==> src/rtl/idu_if.sv <==
// Fetch->decode and decode->ALU handshake bundle for the instruction decode unit.
// The slave modport is the decode side; the master modport is the surrounding fetch/ALU environment.
interface idu_if #(
  parameter int PC_WIDTH  = 32,
  parameter int IMM_WIDTH = 32
);
  logic                 ifu_idu_vld;
  logic [63:0]          ifu_idu_ins;
  logic [PC_WIDTH-1:0]  ifu_idu_pc;
  logic                 idu_ifu_rdy;
  logic                 idu_ifu_wfi;
  logic                 alu_idu_br_vld;
  logic                 idu_alu_rdy;
  logic                 idu_alu_vld;
  logic [5:0]           idu_alu_op;
  logic [4:0]           idu_alu_rd;
  logic [4:0]           idu_alu_rs1;
  logic [4:0]           idu_alu_rs2;
  logic [IMM_WIDTH-1:0] idu_alu_imm;
  logic [PC_WIDTH-1:0]  idu_alu_pc;
  logic                 idu_err;

  modport slave (
    input  ifu_idu_vld, ifu_idu_ins, ifu_idu_pc, alu_idu_br_vld, idu_alu_rdy,
    output idu_ifu_rdy, idu_ifu_wfi, idu_alu_vld, idu_alu_op, idu_alu_rd,
           idu_alu_rs1, idu_alu_rs2, idu_alu_imm, idu_alu_pc, idu_err
  );

  modport master (
    output ifu_idu_vld, ifu_idu_ins, ifu_idu_pc, alu_idu_br_vld, idu_alu_rdy,
    input  idu_ifu_rdy, idu_ifu_wfi, idu_alu_vld, idu_alu_op, idu_alu_rd,
           idu_alu_rs1, idu_alu_rs2, idu_alu_imm, idu_alu_pc, idu_err
  );
endinterface

==> src/rtl/idu.sv <==
// Purpose: decode 64-bit fixed-format instructions, run NOP/WFI/HALT locally (illegal trap under IDU_ILLEGAL_TRAP_EN).
// Latency: 1 cycle from accept to idu_alu_vld; 2-entry main+skid buffer toward the ALU.
// Backpressure: idu_ifu_rdy drops while the skid entry is occupied; registered only, no path from idu_alu_rdy.
module idu #(
  parameter int PC_WIDTH  = 32,
  parameter int IMM_WIDTH = 32
) (
  input  logic clk,
  input  logic rst_n,
  input  logic start_vld,
  input  logic irq_wake,
  idu_if.slave bus
);

  typedef enum logic [1:0] {ST_IDLE, ST_RUN, ST_WFI} state_t;

  typedef struct packed {
    logic [5:0]           op;
    logic [4:0]           rd;
    logic [4:0]           rs1;
    logic [4:0]           rs2;
    logic [IMM_WIDTH-1:0] imm;
    logic [PC_WIDTH-1:0]  pc;
  } uop_t;

  state_t state, state_nxt;
  uop_t   dec_dat, main_dat, skid_dat;
  logic   main_vld, skid_vld;
  logic   rdy, accept, kill, take, consume;
  logic   is_fwd, is_wfi, is_halt;
  logic [5:0] op_in;
  logic   unused_rsvd;

  assign op_in       = bus.ifu_idu_ins[63:58];
  assign unused_rsvd = ^bus.ifu_idu_ins[42:32];

  always_comb begin
    dec_dat.op  = op_in;
    dec_dat.rd  = bus.ifu_idu_ins[57:53];
    dec_dat.rs1 = bus.ifu_idu_ins[52:48];
    dec_dat.rs2 = bus.ifu_idu_ins[47:43];
    dec_dat.imm = IMM_WIDTH'(bus.ifu_idu_ins[31:0]);
    dec_dat.pc  = bus.ifu_idu_pc;
  end

  assign is_fwd  = (op_in >= 6'h01) && (op_in <= 6'h05);
  assign is_wfi  = (op_in == 6'h3E);
  assign is_halt = (op_in == 6'h3F);

  assign rdy     = (state == ST_RUN) & ~skid_vld;
  assign accept  = bus.ifu_idu_vld & rdy;
  // start and flush both discard whatever is accepted in the same cycle
  assign kill    = start_vld | bus.alu_idu_br_vld;
  assign take    = accept & ~kill;
  assign consume = main_vld & bus.idu_alu_rdy;

`ifdef IDU_ILLEGAL_TRAP_EN
  logic is_ill, err_q;
  assign is_ill = ~is_fwd & ~is_wfi & ~is_halt & (op_in != 6'h00);

  always_ff @(posedge clk or negedge rst_n) begin
    if (!rst_n) err_q <= 1'b0;
    else        err_q <= take & is_ill;
  end
  assign bus.idu_err = err_q;
`else
  assign bus.idu_err = 1'b0;
`endif

  always_ff @(posedge clk or negedge rst_n) begin
    if (!rst_n) state <= ST_IDLE;
    else        state <= state_nxt;
  end

  always_comb begin
    state_nxt = state;
    if (start_vld) begin
      state_nxt = ST_RUN;
    end else if (bus.alu_idu_br_vld) begin
      if (state == ST_WFI) state_nxt = ST_RUN;
    end else begin
      case (state)
        ST_IDLE: state_nxt = ST_IDLE;
        ST_RUN: begin
          if (accept & is_wfi)       state_nxt = ST_WFI;
          else if (accept & is_halt) state_nxt = ST_IDLE;
`ifdef IDU_ILLEGAL_TRAP_EN
          else if (accept & is_ill)  state_nxt = ST_IDLE;
`endif
        end
        ST_WFI:  if (irq_wake) state_nxt = ST_RUN;
        default: state_nxt = ST_IDLE;
      endcase
    end
  end

  // New op can only land while skid is empty, so a skid->main move never collides with it
  always_ff @(posedge clk or negedge rst_n) begin
    if (!rst_n) begin
      main_vld <= 1'b0;
      skid_vld <= 1'b0;
      main_dat <= '0;
      skid_dat <= '0;
    end else if (kill) begin
      main_vld <= 1'b0;
      skid_vld <= 1'b0;
    end else begin
      if (consume) begin
        main_vld <= skid_vld;
        skid_vld <= 1'b0;
        if (skid_vld) main_dat <= skid_dat;
      end
      if (take & is_fwd) begin
        if (!main_vld || consume) begin
          main_vld <= 1'b1;
          main_dat <= dec_dat;
        end else begin
          skid_vld <= 1'b1;
          skid_dat <= dec_dat;
        end
      end
    end
  end

  assign bus.idu_ifu_rdy = rdy;
  assign bus.idu_ifu_wfi = (state == ST_WFI);
  assign bus.idu_alu_vld = main_vld;
  assign bus.idu_alu_op  = main_dat.op;
  assign bus.idu_alu_rd  = main_dat.rd;
  assign bus.idu_alu_rs1 = main_dat.rs1;
  assign bus.idu_alu_rs2 = main_dat.rs2;
  assign bus.idu_alu_imm = main_dat.imm;
  assign bus.idu_alu_pc  = main_dat.pc;

endmodule

==> src/flat_wrapper.sv <==
// flat-port wrapper written by rule: the top's interface ports become plain ports
module idu_flat 
#(
  parameter int PC_WIDTH  = 32,
  parameter int IMM_WIDTH = 32
)
  (clk, rst_n, start_vld, irq_wake, bus_ifu_idu_vld, bus_ifu_idu_ins, bus_ifu_idu_pc, bus_alu_idu_br_vld, bus_idu_alu_rdy, bus_idu_ifu_rdy, bus_idu_ifu_wfi, bus_idu_alu_vld, bus_idu_alu_op, bus_idu_alu_rd, bus_idu_alu_rs1, bus_idu_alu_rs2, bus_idu_alu_imm, bus_idu_alu_pc, bus_idu_err);
  idu_if #(.PC_WIDTH(PC_WIDTH), .IMM_WIDTH(IMM_WIDTH)) bus_i ();
  input  logic clk;
  input  logic rst_n;
  input  logic start_vld;
  input  logic irq_wake;
  input wire logic [$bits(bus_i.ifu_idu_vld)-1:0] bus_ifu_idu_vld;
  input wire logic [$bits(bus_i.ifu_idu_ins)-1:0] bus_ifu_idu_ins;
  input wire logic [$bits(bus_i.ifu_idu_pc)-1:0] bus_ifu_idu_pc;
  input wire logic [$bits(bus_i.alu_idu_br_vld)-1:0] bus_alu_idu_br_vld;
  input wire logic [$bits(bus_i.idu_alu_rdy)-1:0] bus_idu_alu_rdy;
  output wire logic [$bits(bus_i.idu_ifu_rdy)-1:0] bus_idu_ifu_rdy;
  output wire logic [$bits(bus_i.idu_ifu_wfi)-1:0] bus_idu_ifu_wfi;
  output wire logic [$bits(bus_i.idu_alu_vld)-1:0] bus_idu_alu_vld;
  output wire logic [$bits(bus_i.idu_alu_op)-1:0] bus_idu_alu_op;
  output wire logic [$bits(bus_i.idu_alu_rd)-1:0] bus_idu_alu_rd;
  output wire logic [$bits(bus_i.idu_alu_rs1)-1:0] bus_idu_alu_rs1;
  output wire logic [$bits(bus_i.idu_alu_rs2)-1:0] bus_idu_alu_rs2;
  output wire logic [$bits(bus_i.idu_alu_imm)-1:0] bus_idu_alu_imm;
  output wire logic [$bits(bus_i.idu_alu_pc)-1:0] bus_idu_alu_pc;
  output wire logic [$bits(bus_i.idu_err)-1:0] bus_idu_err;
  assign bus_i.ifu_idu_vld = bus_ifu_idu_vld;
  assign bus_i.ifu_idu_ins = bus_ifu_idu_ins;
  assign bus_i.ifu_idu_pc = bus_ifu_idu_pc;
  assign bus_i.alu_idu_br_vld = bus_alu_idu_br_vld;
  assign bus_i.idu_alu_rdy = bus_idu_alu_rdy;
  assign bus_idu_ifu_rdy = bus_i.idu_ifu_rdy;
  assign bus_idu_ifu_wfi = bus_i.idu_ifu_wfi;
  assign bus_idu_alu_vld = bus_i.idu_alu_vld;
  assign bus_idu_alu_op = bus_i.idu_alu_op;
  assign bus_idu_alu_rd = bus_i.idu_alu_rd;
  assign bus_idu_alu_rs1 = bus_i.idu_alu_rs1;
  assign bus_idu_alu_rs2 = bus_i.idu_alu_rs2;
  assign bus_idu_alu_imm = bus_i.idu_alu_imm;
  assign bus_idu_alu_pc = bus_i.idu_alu_pc;
  assign bus_idu_err = bus_i.idu_err;
  idu #(.PC_WIDTH(PC_WIDTH), .IMM_WIDTH(IMM_WIDTH)) u_core (.clk(clk), .rst_n(rst_n), .start_vld(start_vld), .irq_wake(irq_wake), .bus(bus_i));
endmodule
==> config.mk <==
export PLATFORM = sky130hd
export DESIGN_NAME = idu_flat
export DESIGN_NICKNAME = d
export VERILOG_FILES = /design/src/rtl/idu_if.sv /design/src/rtl/idu.sv /design/src/flat_wrapper.sv
export SDC_FILE = /design/constraint.sdc
export NUM_CORES = 1
export LEC_CHECK = 0
export CORE_UTILIZATION = 52
export CTS_CLUSTER_DIAMETER = 100
export DETAILED_ROUTE_END_ITERATION = 10
export GPL_ROUTABILITY_DRIVEN = 0
export PLACE_DENSITY = 0.94
export SLEW_MARGIN = 20
export SYNTH_ARGS = -nofsm -noshare
export SYNTH_HDL_FRONTEND = slang
export SYNTH_SLANG_ARGS = --single-unit
==> constraint.sdc <==
create_clock -name clk -period 3.7 [get_ports clk]
set_input_delay 0.74 -clock clk [delete_from_list [all_inputs] [get_ports clk]]
set_output_delay 0.74 -clock clk [all_outputs]
set_load 0.03 [all_outputs]
==> results of run 1 <==
## metal layers
metal,global-route usage [%],vias up,part of all wire (%)
met5,0,-,0
met4,9.18,0,1.9
met3,7.85,30,6.8
met2,41.5,188,49
met1,31.5,2583,42
li1,-,2195,-
## registers in the layout (all words and copies together) (netlist names)
name and flops:
u_core.bus.idu_alu_vld 1, u_core.skid_dat 85, u_core.bus.idu_alu_imm 32, u_core.bus.idu_alu_rd 5
u_core.bus.idu_alu_op 6, u_core.state 2, u_core.bus.idu_alu_pc 32, u_core.skid_vld 1
u_core.bus.idu_alu_rs2 5, u_core.bus.idu_alu_rs1 5
## through the flow
| stage | area, sq um | power [W] |
|---|---|---|
| after global routing | 9660 | 0.00492 |
| after global placement | 9080 | 0.00300 |
| after floorplan | 7120 | 0.00255 |
| after detailed placement | 9080 | 0.00302 |
| final | 9660 | 0.00475 |
| after CTS | 9660 | 0.00478 |
## cell usage after synthesis, drive strengths merged, types with 2 or more instances
cell type,n
and2,83
or4,2
nand3,2
mux2,82
nor2,4
buf,24
clkbuf,13
nand2,2
a221o,82
nor2b,5
ha,3
inv,3
a21oi,3
a22o,3
nor3,2
dfrtp,174
o21ba,2
## cell type report
class | instances | area share, %
tap | 176 | 2.28
clock buffer | 25 | 5.13
inverter | 3 | 0.117
timing repair buffer | 190 | 20.1
sequential | 174 | 45.1
multi-input combinational | 286 | 26.5
clock inverter | 6 | 0.855
## cells by family (layout without fill, tap and decap cells)
family | after synthesis | in the layout | synth area share [%]
compound gates | 94 | 94 | 12.8
fa+ha+maj | 3 | 3 | 0.527
buf+inv | 40 | 224 | 3.27
flops | 174 | 174 | 61.2
mux | 83 | 83 | 13.1
other cells | 1 | 1 | 0.0527
simple gates | 105 | 105 | 9.09
## cell usage in the layout (no fill, tap or decap), drive strengths merged
cell type / n
clkdlybuf4s50: 178
dfrtp: 174
and2: 83
mux2: 82
a221o: 82
clkbuf: 25
buf: 12
nor2b: 5
nor2: 4
inv: 3
a21oi: 3
a22o: 3
ha: 3
clkinv: 3
or4: 2
nor3: 2
nand3: 2
nand2: 2
bufinv: 2
o21ba: 2
nand2b: 1
nand3b: 1
or4b: 1
a21boi: 1
or2: 1
a31oi: 1
or3: 1
a21o: 1
o22ai: 1
mux2i: 1
conb: 1
clkinvlp: 1
## critical path, stage by stage
cell	delay, ns
clkdlybuf4s50_1	0.45
or4_1	0.52
or4b_1	0.70
nor2_4	0.22
buf_12	0.29
mux2_2	0.39
## power by group through the flow
stage,sequential [W],clock [W],combinational (W)
after floorplan,0.00241,0,0.000137
after global placement,0.00215,0,0.000853
after detailed placement,0.00215,0,0.000870
after CTS,0.00212,0.00178,0.000876
after global routing,0.00214,0.00187,0.000910
final,0.00213,0.00175,0.000869
## how the worst max path moves through the flow
stage | from | to | slack (ns) | cells after the start
3_3_place_gp | bus_alu_idu_br_vld | u_core.skid_dat[23] | 0.30 | 6
5_1_grt | start_vld | u_core.skid_dat[20] | 0.61 | 6
2_1_floorplan | start_vld | u_core.skid_dat[10] | 0.89 | 7
4_1_cts | bus_alu_idu_br_vld | u_core.skid_dat[20] | 0.68 | 6
3_5_place_dp | bus_alu_idu_br_vld | u_core.skid_dat[46] | 0.23 | 6
6_report | start_vld | u_core.skid_dat[20] | 0.64 | 6
==> results.md, run 1 <==
* Share of the synthesized area in the top cell type at 61.2%
* Path type of the worst min-delay path: in2async
* CTS tree: built
* Mapped Area at 7120 sq um
* Data arrival time of the critical path at 3.37 ns
* Core region area at 13300 sq um
* Antenna Cells at 0
* Post-CTS setup buffers at 0
* Syn Nets at 606
* Resize count post-CTS at 0
* Switching Share at 25.9%
* Worst-path maximum fanout at 52
* Yosys reg bits at 174
* Row cnt at 42
* Average size of a mapped cell at 14.2 sq um
* Post-synth EDFFs at 0
* FMAX at 0.327 GHz
* Footprint of the multi-input gates at 2560 sq um
* Post-route insts no fill at 860
* Data required, critical path at 4.00 ns
* Total die area at 14200 sq um
* WL final at 17.0 mm
* R2R cell count at 7
* Tcrit/Tclk final at 82.7%
* Final setup viols at 0
* Cts bufs inserted at 17
* Fill count at 841
* Finished Core Util at 72.7%
* H-tree depth at 4
* Outcome: finished, final reports clean
* DR vias at 4996
* Sequential Power Share at 44.8%
* Die Ht at 119 um
* Synth Flop Type: dfrtp_1
* Register area at 4350 sq um
* Antenna violations before repair at 0
* Hold Fails Final Rpt at 0
* Via-to-Cell Ratio at 5.81
* Iter 0 DRT Violations at 377
* Worst R2R Start: u_core.state[1]
* Async SR Flop Fraction at 100%
* Layout Skew at 0.00906 ns
* R2R setup slack at 1.14 ns
* Clock power frac at 36.9%
* Slew Limit Fails at 0
* Combinational share of power at 18.3%
* Clock transition at path regs at 0.06 ns
* CTS Sinks at 174
* GRT Residual Overflow at 0
* Routed WL per cell at 19.8 um
* Post-route minimum period at 3.06 ns
* Max-slew headroom at 47.6%
* CTS Root Cell: clkbuf_16
* Worst Setup Start Kind: input pin
* Area Growth Syn to Fin at 35.7%
* HPWL Detailed at 10.9 mm
* Drc violations at 0
* Post-synthesis cell type count at 32
* Clk_lat worst skew at 0.42 ns
* Pin count of the biggest net entering global routing at 87
* Total track usage at 25.3%
* LEAKAGE at 4.50 nW
* Pre-Repair DR Iteration Count at 5
* Maximum Capacitance Violations at 0
* Global-route wire length before repair at 27.7 mm
* Fraction of layout cells with a size suffix above 1 at 18.4%
* Pwr dens at 491 nW/um^2
* Dominant cells by area after synthesis: dfrtp_1 61%, mux2_2 13%, a221o_1 12%
* Crit Path Category: in2reg
* Synthesized instance count at 500
* Die Wd at 119 um
* Hold_buf cts at 0
* Yosys warns at 0
* Top Ports at 192
* Setup WS post-layout at 0.639 ns
* Worst-margin pin slew at 0.786 ns
* Internal power at 0.00352 W
* ANT nets after route at 0
* Layout net count at 778
* Starting Density at 53.5%
* Setup WS pre-CTS at 0.231 ns
* Setup TNS at 0 ns
* Cell taking the most area after synthesis: dfrtp_1
* Sw Pwr at 0.00123 W
* Post-Place Cells at 829
* Maximum vdd drop at 395 uV
* CP Capture Type: flip-flop
* Register area share after synthesis at 61.2%
* Unrepaired setup endpoints after global routing: false
* Vias in the first global route at 5361
* Hold WS at 0.379 ns
* Clock Path Buffers at 2
* Reg2reg end: u_core.skid_dat[20]
* IO Port Bufs at 179
No activity file was read; power rests on OpenSTA's default activity.
==> inputs of run 2 (changes only) <==
--- a/config.mk
+++ b/config.mk
@@ -5,11 +5,11 @@
 export SDC_FILE = /design/constraint.sdc
 export NUM_CORES = 1
 export LEC_CHECK = 0
-export CORE_UTILIZATION = 52
+export CORE_UTILIZATION = 48
 export CTS_CLUSTER_DIAMETER = 100
 export DETAILED_ROUTE_END_ITERATION = 10
 export GPL_ROUTABILITY_DRIVEN = 0
-export PLACE_DENSITY = 0.94
+export PLACE_DENSITY = 0.88
 export SLEW_MARGIN = 20
 export SYNTH_ARGS = -nofsm -noshare
 export SYNTH_HDL_FRONTEND = slang
==> constraint.sdc (replaced) <==
create_clock -name clk -period 3.03 [get_ports clk]
set_input_delay 0.606 -clock clk [delete_from_list [all_inputs] [get_ports clk]]
set_output_delay 0.606 -clock clk [all_outputs]
set_load 0.03 [all_outputs]
==> run 2 against run 1 <==
Compared with the run above:
- critical path depth is the same
- sequential power grew 22%
- flip-flop and latch count is the same
- die area grew 8.2%
- global-route usage shrank 2.7 points
- worst setup slack lost 0.43 ns
- critical endpoint is now u_core.skid_dat[13]
- non-clock buffer count grew 8
- first-iteration DRC count shrank 15%
==> results.md, run 2 (synthesis results as in run 1) <==
* Resize count post-CTS at 0 (unchanged)
* Final setup viols at 0 (unchanged)
* CP Capture Type: flip-flop (unchanged)
* Global-route wire length before repair at 26.5 mm (was 27.7 mm)
* Starting Density at 49.2% (was 53.5%)
* Area Growth Syn to Fin at 38.1% (was 35.7%)
* Antenna violations before repair at 0 (unchanged)
* Hold Fails Final Rpt at 0 (unchanged)
* R2R cell count at 7 (unchanged)
* HPWL Detailed at 11.2 mm (was 10.9 mm)
* Most flops, register: u_core.skid_dat (unchanged)
* Slew Limit Fails at 0 (unchanged)
* CTS Root Cell: clkbuf_16 (unchanged)
* Tcrit/Tclk final at 93.1%
* PnR Total Power at 0.00601 W (was 0.00475 W)
* Layout Skew at 0.00966 ns (was 0.00906 ns)
* Layout net count at 786 (was 778)
* Hold_buf cts at 0 (unchanged)
* Pre-Repair DR Iteration Count at 5 (unchanged)
* Max FFs per register at 85 (unchanged)
* Row cnt at 44 (was 42)
* Clock Path Buffers at 2 (unchanged)
* Placed inst area at 9190 sq um (was 9080 sq um)
* R2R setup slack at 0.58 ns (was 1.14 ns)
* Fraction of layout cells with a size suffix above 1 at 19.9% (was 18.4%)
* Pwr dens at 612 nW/um^2 (was 491 nW/um^2)
* Clk_lat worst skew at 0.42 ns (about the same)
* Total die area at 15300 sq um (was 14200 sq um)
* Worst R2R Start: u_core.state[1] (unchanged)
* Vias in the first global route at 5318 (was 5361)
* Antenna Cells at 0 (unchanged)
* Data arrival time of the critical path at 3.13 ns (was 3.37 ns)
* Commonest non-fill, non-tap cells in the layout: 178 x clkdlybuf4s50_1, 174 x dfrtp_1, 83 x and2_1, 82 x mux2_2, 82 x a221o_1 (unchanged)
* Via-to-Cell Ratio at 5.74 (was 5.81)
* CTS Sinks at 174 (unchanged)
* Commonest non-fill, non-tap cell in the layout: clkdlybuf4s50_1 (unchanged)
* Fin area at 9830 sq um (was 9660 sq um)
* Unrepaired setup endpoints after global routing: false (unchanged)
* Crit Path Category: in2reg (unchanged)
* H-tree depth at 4 (unchanged)
* Routed WL per cell at 19.3 um (was 19.8 um)
* Die Wd at 124 um (was 119 um)
* Post-CTS setup buffers at 0 (unchanged)
* Data required, critical path at 3.34 ns (was 4.00 ns)
* LEAKAGE at 4.59 nW (was 4.50 nW)
* DR vias at 5032 (was 4996)
* Cts bufs inserted at 17 (unchanged)
* Die Ht at 124 um (was 119 um)
* Total track usage at 22.6% (was 25.3%)
* Path type of the worst min-delay path: in2async (unchanged)
* Worst Setup Start Kind: input pin (unchanged)
* CTS tree: built (unchanged)
* WL final at 17.0 mm (about the same)
* Pin count of the biggest net entering global routing at 68 (was 87)
* FMAX at 0.355 GHz
* Max-slew headroom at 61.2% (was 47.6%)
* Top Ports at 192 (unchanged)
* Worst-margin pin slew at 0.582 ns (was 0.786 ns)
* Drc violations at 0 (unchanged)
* Iter 0 DRT Violations at 321 (was 377)
* Maximum Capacitance Violations at 0 (unchanged)
* ANT nets after route at 0 (unchanged)
* IO Port Bufs at 179 (unchanged)
* Reg2reg end: u_core.skid_dat[13] (was u_core.skid_dat[20])
* GRT Residual Overflow at 0 (unchanged)
* Clock transition at path regs at 0.06 ns (about the same)
* Post-route minimum period at 2.82 ns
* Outcome: finished, final reports clean (unchanged)
* Worst-path maximum fanout at 36 (was 52)
* Maximum vdd drop at 432 uV (was 395 uV)
* Core region area at 14500 sq um (was 13300 sq um)
-- run 2: worst max-delay path, stage by stage --
cell             delay (ns)
clkdlybuf4s50_1        0.41
or4_1                  0.51
or4b_1                 0.69
nor2_4                 0.25
buf_12                 0.26
mux2_2                 0.37
-- run 2: how the worst max path moves through the flow --
stage | from | end | slack [ns] | cells past startpoint
final | start_vld | u_core.skid_dat[13] | 0.21 | 6
after global routing | start_vld | u_core.skid_dat[13] | 0.13 | 6
after CTS | start_vld | u_core.skid_dat[8] | 0.22 | 6
after detailed placement | start_vld | u_core.skid_dat[13] | -0.23 | 6
after global placement | start_vld | u_core.skid_dat[19] | -0.16 | 6
after floorplan | start_vld | u_core.skid_dat[10] | 0.35 | 7
-- run 2: per-stage QoR --
step | util, % | instances | worst slack (ns) | TNS (ns) | hold WS (ns)
floorplan | - | 500 | 0.349 | 0 | 0.310
global placement | 63.5 | 845 | -0.157 | -16.06 | 0.480
detailed placement | 63.5 | 845 | -0.233 | -26.19 | 0.487
CTS | 67.9 | 877 | 0.221 | 0 | 0.177
global route | 67.9 | 877 | 0.132 | 0 | 0.205
finish | 67.9 | 877 | 0.210 | 0 | 0.168
-- run 2: layout make-up --
| type | count | area [sq um] |
|---|---|---|
| clock inverters | 10 | 158 |
| fillers | 961 | 4650 |
| multi-input cells | 286 | 2560 |
| clock buffers | 22 | 484 |
| well taps | 184 | 230 |
| flip-flops and latches | 174 | 4350 |
| inverters | 3 | 11.3 |
| repair buffers | 198 | 2040 |
-- run 2: power breakdown --
part           leakage [nW]  internal (W)  switching [W]
Combinational          1.90      0.000518       0.000553
Sequential             2.37       0.00249       0.000108
Clock                 0.320       0.00147       0.000879
Total                  4.59       0.00447        0.00154
-- run 2: routing by layer --
layer  vias to the layer above  wire length [um]  track usage, %
li1                       2206                 -               -
met4                         0               346            9.56
met2                       184              8490            36.6
met3                        32              1240            7.14
met1                      2610              6880            27.9
met5                         -                 0               0
==> inputs of run 3 (changes only) <==
--- a/config.mk
+++ b/config.mk
@@ -5,11 +5,12 @@
 export SDC_FILE = /design/constraint.sdc
 export NUM_CORES = 1
 export LEC_CHECK = 0
-export CORE_UTILIZATION = 48
+export CORE_UTILIZATION = 50
+export CTS_BUF_LIST = sky130_fd_sc_hd__clkbuf_4
 export CTS_CLUSTER_DIAMETER = 100
 export DETAILED_ROUTE_END_ITERATION = 10
 export GPL_ROUTABILITY_DRIVEN = 0
-export PLACE_DENSITY = 0.88
+export PLACE_DENSITY = 0.91
 export SLEW_MARGIN = 20
 export SYNTH_ARGS = -nofsm -noshare
 export SYNTH_HDL_FRONTEND = slang
==> run 3 against run 2 <==
Compared with the run above:
- utilization up 0.93 points
- die area down 3.9%
- routed wire length down 3.3%
- combinational power about the same
- fmax up 5.9%
- highest routed layer unchanged
==> results.md, run 3 (synthesis results as in run 1) <==
* Unrepaired setup endpoints after global routing: false (unchanged)
* Antenna Cells at 0 (unchanged)
* Tcrit/Tclk final at 87.9% (was 93.1%)
* CTS Sinks at 174 (unchanged)
* Post-route minimum period at 2.66 ns (was 2.82 ns)
* Maximum Capacitance Violations at 0 (unchanged)
* R2R cell count at 7 (unchanged)
* Commonest non-fill, non-tap cell in the layout: clkdlybuf4s50_1 (unchanged)
* LEAKAGE at 4.46 nW (was 4.59 nW)
* Path type of the worst min-delay path: reg2reg (was in2async)
* Register area at 4350 sq um (unchanged)
* Critical path, cell by cell: clkdlybuf4s50_1 -> or4_1 -> or4b_1 -> nor2_4 -> buf_4 -> mux2_2 (was clkdlybuf4s50_1 -> or4_1 -> or4b_1 -> nor2_4 -> buf_12 -> mux2_2)
* CP delay by family, top: simple AND/OR/NAND/NOR gates (unchanged)
* Iter 0 DRT Violations at 298 (was 321)
* Crit Path Category: in2reg (unchanged)
* Drc violations at 0 (unchanged)
* Critical-path top delay cell: or4b_1 (unchanged)
* Post-CTS setup buffers at 0 (unchanged)
* HPWL Detailed at 11.0 mm (was 11.2 mm)
* Hold Fails Final Rpt at 0 (unchanged)
* Core region area at 13900 sq um (was 14500 sq um)
* Vias in the first global route at 5297 (was 5318)
* Hold WS at 0.506 ns (was 0.168 ns)
* FMAX at 0.376 GHz (was 0.355 GHz)
* Slew Limit Fails at 0 (unchanged)
* ANT nets after route at 0 (unchanged)
* Layout net count at 789 (was 786)
* Global-route wire length before repair at 26.8 mm (was 26.5 mm)
* Die Ht at 121 um (was 124 um)
* HP Start: u_core.skid_dat[84]
* Pwr dens at 550 nW/um^2 (was 612 nW/um^2)
* Pin count of the biggest net entering global routing at 62 (was 68)
* Clock transition at path regs at 0.13 ns (was 0.06 ns)
* Max-slew headroom at 63.1% (was 61.2%)
* Worst-path maximum fanout at 16 (was 36)
* Outcome: finished, final reports clean (unchanged)
* Fraction of layout cells with a size suffix above 1 at 20.0% (was 19.9%)
* WHS Endpoint: u_core.bus.idu_alu_op[5]
* Resize count post-CTS at 0 (unchanged)
* H-tree depth at 4 (unchanged)
* Data arrival time of the critical path at 3.11 ns (was 3.13 ns)
* CP Depth at 6 (unchanged)
* CTS Root Cell: clkbuf_4 (was clkbuf_16)
* Layout Skew at 0.0167 ns (was 0.00966 ns)
* Worst R2R Start: u_core.state[1] (unchanged)
* CP Capture Type: flip-flop (unchanged)
* Footprint of the multi-input gates at 2560 sq um (unchanged)
* GRT Residual Overflow at 0 (unchanged)
* Clock Path Buffers at 2 (unchanged)
* Routed WL per cell at 18.8 um (was 19.3 um)
* Crit-path max cell delay at 0.68 ns (was 0.69 ns)
* Data required, critical path at 3.47 ns (was 3.34 ns)
* Worst-margin pin slew at 0.553 ns (was 0.582 ns)
* IO Port Bufs at 179 (unchanged)
* Buf+Inv Stages, Crit Path at 2 (unchanged)
* Via-to-Cell Ratio at 5.69 (was 5.74)
* Setup WS post-layout at 0.367 ns (was 0.210 ns)
* Setup WS pre-CTS at -0.193 ns (was -0.233 ns)
* Worst Setup Start Kind: input pin (unchanged)
* Max FFs per register at 85 (unchanged)
* Row cnt at 43 (was 44)
* Total track usage at 23.6% (was 22.6%)
* Reg2reg end: u_core.skid_dat[79] (was u_core.skid_dat[13])
* Die Wd at 121 um (was 124 um)
* Top Ports at 192 (unchanged)
* Cts bufs inserted at 17 (unchanged)
* Commonest non-fill, non-tap cells in the layout: 178 x clkdlybuf4s50_1, 174 x dfrtp_1, 83 x and2_1, 82 x mux2_2, 82 x a221o_1 (unchanged)
* Antenna violations before repair at 0 (unchanged)
* CTS tree: built (unchanged)
* Starting Density at 51.3% (was 49.2%)
* Most flops, register: u_core.skid_dat (unchanged)
* DR vias at 4976 (was 5032)
* Maximum vdd drop at 364 uV (was 432 uV)
* Pre-Repair DR Iteration Count at 5 (unchanged)
* Cell depth of the worst min-delay path at 1
* WL final at 16.4 mm (was 17.0 mm)
* Clk_lat worst skew at 0.55 ns (was 0.42 ns)
* Fill count at 937 (was 961)
* Final setup viols at 0 (unchanged)
* R2R setup slack at 0.61 ns (was 0.58 ns)
* Area Growth Syn to Fin at 34.2% (was 38.1%)
* Total die area at 14700 sq um (was 15300 sq um)
==> run 3: cell count changes in the layout (fill, tap and decap cells not counted), sizes merged <==
cell and delta:
dlygate4sd3 +1, buf +2, clkbuf -3, clkinv -2, bufinv +2, clkinvlp +1
==> run 3: worst max-delay path by stage <==
stage | to | start | slack [ns]
after global routing | bus_idu_ifu_rdy | u_core.state[1] | 0.23
after detailed placement | u_core.skid_dat[79] | start_vld | -0.19
after global placement | u_core.skid_dat[33] | start_vld | -0.14
final | u_core.skid_dat[79] | start_vld | 0.37
after CTS | bus_idu_ifu_rdy | u_core.state[1] | 0.30
after floorplan | u_core.skid_dat[10] | start_vld | 0.35
==> run 3: area by class of cell <==
cell class	instances	share of cell area, %
repair buffers	201	21.4
clock buffers	19	1.49
well taps	180	2.36
clock inverters	11	2.25
inverters	3	0.118
multi-input cells	286	26.8
flip-flops and latches	174	45.6
==> run 3: worst reg2reg max path, cell delays in order, from the launching register on <==
cell	delay (ns)
dfrtp_1	0.44
inv_1	0.07
ha_1	0.19
nand3b_1	0.11
or4b_1	0.62
nor2_4	0.22
buf_4	0.29
mux2_2	0.38
==> run 3: metrics by stage <==
stage	TNS [ns]	total power [W]	cell area, sq um	util (%)	std cells
3_5_place_dp	-18.96	0.00370	9190	66.2	843
4_1_cts	0	0.00530	9550	68.8	874
5_1_grt	0	0.00546	9550	68.8	874
3_3_place_gp	-12.65	0.00367	9190	66.2	843
6_report	0	0.00525	9550	68.8	874
2_1_floorplan	0	0.00311	7120	-	500
==> run 3: repair_timing <==
action | in CTS | in global routing
endpoints found under the hold margin | 58 | 0
setup endpoints to repair | 0 | 0
hold buffers | 1 | 0
==> run 3: power breakdown <==
group	internal (W)	total [W]	switching [W]
clock	0.000832	0.00160	0.000764
sequential	0.00248	0.00259	0.000107
combinational	0.000518	0.00106	0.000547
total	0.00383	0.00525	0.00142
==> run 3: per-layer routing <==
layer  share of wire, %  global-route usage [%]  vias up
li1                   -                       -     2219
met1                 42                    29.9     2574
met2                 49                    37.7      156
met3                6.5                    7.10       27
met4                2.1                    9.34        0
met5                  0                       0        -
==> RTL edit: new RTL, config.mk and constraints of run 3 <==
The 3 states of `state_t` get a one-hot encoding in 3 bits.
--- a/src/rtl/idu.sv
+++ b/src/rtl/idu.sv
@@ -12,7 +12,7 @@
   idu_if.slave bus
 );
 
-  typedef enum logic [1:0] {ST_IDLE, ST_RUN, ST_WFI} state_t;
+  typedef enum logic [2:0] {ST_IDLE = 3'b001, ST_RUN = 3'b010, ST_WFI = 3'b100} state_t;
 
   typedef struct packed {
     logic [5:0]           op;
Function: no difference found for any inputs over 4 cycles, from zero or initial values and one cycle with rst_n low; so few cycles prove little.
==> RTL edit against run 3 <==
  * Total power fell by 5.2%
  * Cell area rose by 1.2%
  * Synthesized area rose by 3.3%
  * Sequential power fell by 2%
  * Wire length rose by 6.0%
  * Clock power fell by 4%
  * Setup slack got worse by 57 ps
  * Sequential cell count rose by 1
  * Critical endpoint is now bus_idu_ifu_rdy
  * Largest power group unchanged
  * Highest routed layer unchanged
==> RTL edit: results (changes against run 3) <==
metric,value,unit,change
status,completed,,
grt_max_degree,75,,+21%
nFillCells,949,,+1.3%
synthTopCellsByCount,"dfrtp_1, and2_1, a221o_1",,
final_cells,870,,-0.46%
io_buffers,179,,unchanged
crit_end,bus_idu_ifu_rdy,,
drt-pass1-iter-count,4,,-1
grt_first_pass_wirelength,27500,µm,+2.9%
synth_top_family_by_area,multiplexers,,
cts_setup_buffers,0,,unchanged
synth_compound_area_frac,0.125,,-0.00234
synth_fa_ha_area_frac,0,,-0.00527
p_leak,4.65,nW,+4.2%
numCtsBuffers,17,,unchanged
reg2reg_to,u_core.skid_dat[24],,
synth_nets,609,,+0.50%
vias,4987,,+0.22%
yosysUniqueCellTypes,39,,+22%
r2r_slack,810,ps,+200 ps
synth_mux_area_frac,0.151,,+0.0198
finClkSkew,25.4,ps,+8.73 ps
worstRegToRegCells,5,,-2
hpwl,11400,µm,+3.7%
synth_warnings,0,,unchanged
placedCellCount,837,,-0.71%
crit_fanout,4,,-12
drive_above_1_share,0.196,,-0.00464
top_register,u_core.skid_dat,,
diodes,0,,unchanged
synth_area_leaders,"dfrtp_1, a221o_1, mux2_4",,
drtIter0Drc,304,,+2.0%
clk_pin_slew_worst_paths,140,ps,
worstMarginPinSlew,701,ps,+148 ps
cts-htree-levels,4,,unchanged
antenna_found_initial,0,,unchanged
synthXorXnorAreaFrac,0,,unchanged
grt_overflow,0,,unchanged
clkLatencyLatePin,550,ps,about the same
largest_reg_flops,85,,unchanged
holdPathStages,2,,+1
grt_usage,0.241,,+0.00553
synthArstFlopShare,1.00,,unchanged
hp-class,flip-flop to flip-flop,,
grt_pass1_vias,5381,,+1.6%
nNetsFinal,780,,-1.1%
wl_per_cell,20.0,µm,+6.5%
ys_seq_area_frac,0.596,,-0.0158
root_buffer,clkbuf_4,,
clockBufferDepth,2,,unchanged
vdd_ir_drop_max,423,µV,+16%
timing.critical_path.arrival,2110,ps,-1000 ps
p_int,3.66,mW,-4.5%
netlist_instances,506,,+1.2%
startpoint,u_core.state[2],,
-- RTL edit: cell count changes after synthesis, sizes merged, moves of 3 or more --
| cell | before | now |
|---|---|---|
| nand2 | 2 | 5 |
| nor2b | 5 | 1 |
| clkbuf | 13 | 16 |
| ha | 3 | 0 |
| o31ai | 0 | 3 |
-- RTL edit: kinds of logic (layout without fill, tap and decap cells) --
kind of cell	Yosys count	after routing
AO/OA/AOI/OAI	95	95
buffers and inverters	43	227
flip-flops	175	175
multiplexers	83	83
other	1	1
AND/OR/NAND/NOR	109	109
-- RTL edit: critical path, stage by stage (launching register included) --
cell,delay (ps)
dfrtp_1,460
nor4b_4,350
clkdlybuf4s50_1,760
-- RTL edit: layer usage --
layer | track usage | up-vias | part of all wire
li1 | - | 2228 | -
met1 | 0.304 | 2590 | 0.43
met2 | 0.377 | 147 | 0.48
met3 | 0.0936 | 22 | 0.074
met4 | 0.0911 | 0 | 0.015
met5 | 0 | - | 0
-- RTL edit: stage by stage --
step | setup slack, ps | cell area (µm²)
after global placement | 227 | 9310
after global routing | 132 | 9670
after detailed placement | 187 | 9310
after CTS | 76.1 | 9660
after floorplan | 810 | 7350
final | 310 | 9670
-- RTL edit: power by group through the flow --
stage	sequential, mW	combinational [mW]	clock (mW)
5_1_grt	2.57	0.949	1.69
3_3_place_gp	2.59	0.885	0
3_5_place_dp	2.59	0.902	0
4_1_cts	2.55	0.908	1.58
2_1_floorplan	2.84	0.146	0
6_report	2.55	0.899	1.53
-- RTL edit: worst min-delay path by stage --
stage | from | endpoint | slack, ps
final | u_core.skid_dat[84] | u_core.bus.idu_alu_op[5] | 510
after global routing | rst_n | u_core.bus.idu_alu_imm[26] | 470
after CTS | rst_n | u_core.bus.idu_alu_imm[26] | 470
after detailed placement | u_core.skid_dat[83] | u_core.bus.idu_alu_op[4] | 470
after global placement | u_core.skid_dat[84] | u_core.bus.idu_alu_op[5] | 460
after floorplan | rst_n | u_core.bus.idu_alu_imm[0] | 310
-- RTL edit: what timing repair did --
action / CTS / global route
endpoints found under the setup margin: 0 / 1
gates resized for setup: 0 / 1
hold buffers: 1 / 0
hold endpoints to repair: 42 / 0
-- RTL edit: cell type report --
cell class / count / share of cell area
Sequential cell: 175 / 0.453
Multi-Input combinational cell: 288 / 0.285
Timing Repair Buffer: 191 / 0.202
Tap cell: 180 / 0.0233
Clock inverter: 12 / 0.0195
Clock buffer: 20 / 0.0155
Inverter: 4 / 0.00155
